**config.mk**
```make
export PLATFORM = sky130hd
export DESIGN_NAME = dec3_8
export DESIGN_NICKNAME = d
export VERILOG_FILES = /design/src/rtl/dec3_8.sv
export SDC_FILE = /design/constraint.sdc
export NUM_CORES = 1
export LEC_CHECK = 0
export ABC_AREA = 1
export CAP_MARGIN = 20
export CORE_AREA = 2 2 39 41
export DETAILED_ROUTE_END_ITERATION = 6
export DIE_AREA = 0 0 41 43
export GPL_ROUTABILITY_DRIVEN = 0
export GPL_TIMING_DRIVEN = 0
export REMOVE_ABC_BUFFERS = 1
export SLEW_MARGIN = 20
export SYNTH_ARGS = -nofsm -noshare
export SYNTH_HDL_FRONTEND = slang
export SYNTH_SLANG_ARGS = --single-unit
```
**constraint.sdc**
```tcl
create_clock -name clk -period 0.8 [get_ports clk]
set_input_delay 0.16 -clock clk [delete_from_list [all_inputs] [get_ports clk]]
set_output_delay 0.16 -clock clk [all_outputs]
set_load 0.01 [all_outputs]
```
**src/rtl/dec3_8.sv**
```systemverilog
// dec3_8: registered 3-to-8 one-hot decoder with enable.
// Each output line has its own flop, so every line and vld come straight
// from a register and cannot glitch. An optional build inverts the eight lines.

// One decoded line. It asserts when enabled and the code matches IDX.
module dec3_8_line #(
  parameter int IDX        = 0,
  parameter bit ACTIVE_LOW = 1'b0
) (
  input  logic       clk,
  input  logic       rst,
  input  logic       en,
  input  logic [2:0] code,
  output logic       q
);
  localparam logic DEASSERT = ACTIVE_LOW;

  logic hit;

  // Match against this line's index. Enable gates the match.
  always_comb begin
    hit = en && (code == 3'(IDX));
  end

  // Reset wins over the clock. Otherwise register the polarity-adjusted match.
  always_ff @(posedge clk or posedge rst) begin
    if (rst) q <= DEASSERT;
    else     q <= hit ? ~DEASSERT : DEASSERT;
  end
endmodule

module dec3_8 #(
  parameter bit OUT_ACTIVE_LOW = 1'b0
) (
  input  logic clk,
  input  logic rst,
  input  logic en,
  input  logic a,
  input  logic b,
  input  logic c,
  output logic i7,
  output logic i6,
  output logic i5,
  output logic i4,
  output logic i3,
  output logic i2,
  output logic i1,
  output logic i0,
  output logic vld
);
  localparam int NUM_LINES = 8;

  logic [2:0]           code;
  logic [NUM_LINES-1:0] line_q;
  logic                 vld_q;

  assign code = {a, b, c};

  // One flop per output line. Line g decodes code g.
  for (genvar g = 0; g < NUM_LINES; g++) begin : g_line
    dec3_8_line #(
      .IDX        (g),
      .ACTIVE_LOW (OUT_ACTIVE_LOW)
    ) u_line (
      .clk  (clk),
      .rst  (rst),
      .en   (en),
      .code (code),
      .q    (line_q[g])
    );
  end

  // vld is a registered copy of en. It is never inverted.
  always_ff @(posedge clk or posedge rst) begin
    if (rst) vld_q <= 1'b0;
    else     vld_q <= en;
  end

  assign {i7, i6, i5, i4, i3, i2, i1, i0} = line_q;
  assign vld = vld_q;
endmodule

```
==> results.sh <==
export IMPL_wl_um=509
export IMPL_track_usage_pct=7.93
export IMPL_die_area_sq_um=1760
export IMPL_grt_start_max_net_pins=10
export IMPL_yosys_area_share_simple_pct=17.9
export IMPL_drcViolationCount=0
export IMPL_critPathKind="flop to output pin"
export IMPL_rows=14
export IMPL_ctsHtreeMaxLevel=1
export IMPL_hold_viol=0
export IMPL_cts_buffers=3
export IMPL_worstHoldPathType="primary input to async pin"
export IMPL_leakage_nw=0.251
export IMPL_finalWorstSetupSlack_ps=-105
export IMPL_ctsResizeCount=36
export IMPL_drv_slew=0
export IMPL_cp_cell_sequence="buf_2"
export IMPL_critPathBufInv=1
export IMPL_max_vdd_ir_drop_mv=0.742
export IMPL_area_growth_synth_to_final_pct=52.6
export IMPL_fin_crit_ps=905
export IMPL_synthArstFlopShare_pct=100
export IMPL_yosysMostFrequentCell="dfrtp_1"
export IMPL_synth_flop_cell="dfrtp_1"
export IMPL_ys_seq_area_share_pct=76.9
export IMPL_synth_area_sq_um=293
export IMPL_post_drt_wl_per_cell_um=8.34
export IMPL_die_x_um=41
export IMPL_grt_pass1_wl_um=807
export IMPL_hold_buffers=0
export IMPL_status="finished with violations"
export IMPL_endpoint_kind="output pin"
export IMPL_relSlewSlack_pct=78.6
export IMPL_synth_fa_ha_area_share_pct=0
export IMPL_grt_pass1_vias=214
export IMPL_synth_seq_cells=9
export IMPL_yosys_area_share_xor_xnor_pct=0
export IMPL_critPathTopFamily="flip-flops"
export IMPL_drive_gt1_share_pct=26.7
export IMPL_grt_setup_unrepaired="yes"
export IMPL_core_region_area_sq_um=1380
export IMPL_setup_violations=9
export IMPL_drt_iter0_markers=4
export IMPL_path_max_fanout=1
export IMPL_synth_compound_area_share_pct=0
export IMPL_via_count=218
export IMPL_ys_types=4
export IMPL_worst_slew_pin_slew_ps=321
export IMPL_numPortBuffers=14
export IMPL_clockBufferDepth=2
export IMPL_cts_setup_buffers=0
export IMPL_period_share_pct=113
export IMPL_clockRootBuffer="clkbuf_4"
export IMPL_cts_sinks=9
export IMPL_synth_top_family_by_area="simple AND/OR/NAND/NOR gates"
export IMPL_slowest_stage="dfrtp_1"
export IMPL_avgViaCountPerCell=3.57
export IMPL_cts_tree="yes"
export IMPL_crit_path_start_kind="flop"
export IMPL_first_pass_iters=2
export IMPL_whs_ps=155
export IMPL_start_util_pct=21.2
export IMPL_antenna_found_initial=0
export IMPL_final_nets=52
export IMPL_drv_cap=0
export IMPL_synthCells=27
export IMPL_worstPathArrival_ps=750
export IMPL_syn_avg_cell_area_sq_um=10.8
export IMPL_synthTopCellsByArea="dfrtp_1 (77%), nor2_1 (10%), nand2_1 (7.7%)"
export IMPL_worst_endpoint_required_ps=640
export IMPL_synth_commonest_cells="dfrtp_1 (9), nor2_1 (8), nand2_1 (6)"
export IMPL_antenna_cells=0
export IMPL_synthMuxAreaShare_pct=0
export IMPL_ant_nets=0
export IMPL_dieHeight_um=43
export IMPL_setup_tns_ps=-908
export IMPL_violations="negative setup slack"
export IMPL_fmaxAchievable_mhz=1100
export IMPL_synth_top_area_share_pct=76.9
export IMPL_power_density_nw_per_um2=2000
export IMPL_worst_path_largest_cell_delay_ps=360
export IMPL_pin_count=15
export IMPL_synth_edf_count=0
export IMPL_grt_ovfl_total=0
export IMPL_hpwl_um=365
export IMPL_synth_top_area_cell="dfrtp_1"
export IMPL_path_clk_slew_ps=60
export IMPL_yosysWarnings=0
export IMPL_post_route_util_pct=32.3
state kept, by name, indices dropped and copies added, names as in the netlist:
name / count
vld: 1
g_line.u_line.q: 8
cells by family after synthesis:
family | count (synthesis)
buffers and inverters | 4
and+or+nand+nor | 14
DFF | 9
placed cells by master (no fill, tap or decap):
cell and instances:
buf_6 2, clkbuf_1 1, inv_1 4, clkdlybuf4s50_1 5, dfrtp_1 9, clkbuf_4 3
buf_2 7, nand2_1 6, nor2_1 8
worst paths after layout:
check | slack (ps) | endpoint | start | cells past startpoint
worst max-delay path | -110 | i7 | g_line[7].u_line.q | 1
worst min-delay path | 160 | g_line[2].u_line.q | rst | 2
max in group asynchronous | 400 | g_line[3].u_line.q | rst | 2
min in group clk | 390 | vld | en | 1
final cells by class:
type,count,area [sq um]
Fill cell,157,937
Timing Repair Buffer,14,108
Clock buffer,4,26.3
Sequential cell,9,225
Inverter,4,15.0
Tap cell,16,20.0
Multi-Input combinational cell,14,52.6
stage by stage:
stage | worst slack (ps) | cell area [sq um] | power, mW | cells
after floorplan | 264 | 293 | 0.513 | 27
after global routing | -144 | 447 | 0.956 | 61
after CTS | -123 | 434 | 0.912 | 61
after global placement | -196 | 453 | 0.572 | 57
after detailed placement | -198 | 453 | 0.572 | 57
final | -105 | 447 | 0.892 | 61
power breakdown:
part	internal, mW	switching [mW]
Sequential	0.468	0.00311
Combinational	0.0399	0.0421
Clock	0.191	0.147
Total	0.699	0.192
per-layer routing:
layer / global-route usage, % / up-vias / share of wire, %
met5: 0 / - / 0
met4: 6.00 / 0 / 0
met3: 7.85 / 0 / 17
met2: 9.69 / 15 / 42
met1: 7.72 / 91 / 41
li1: - / 112 / -
Note: power is estimated with default switching activity, not from simulation.
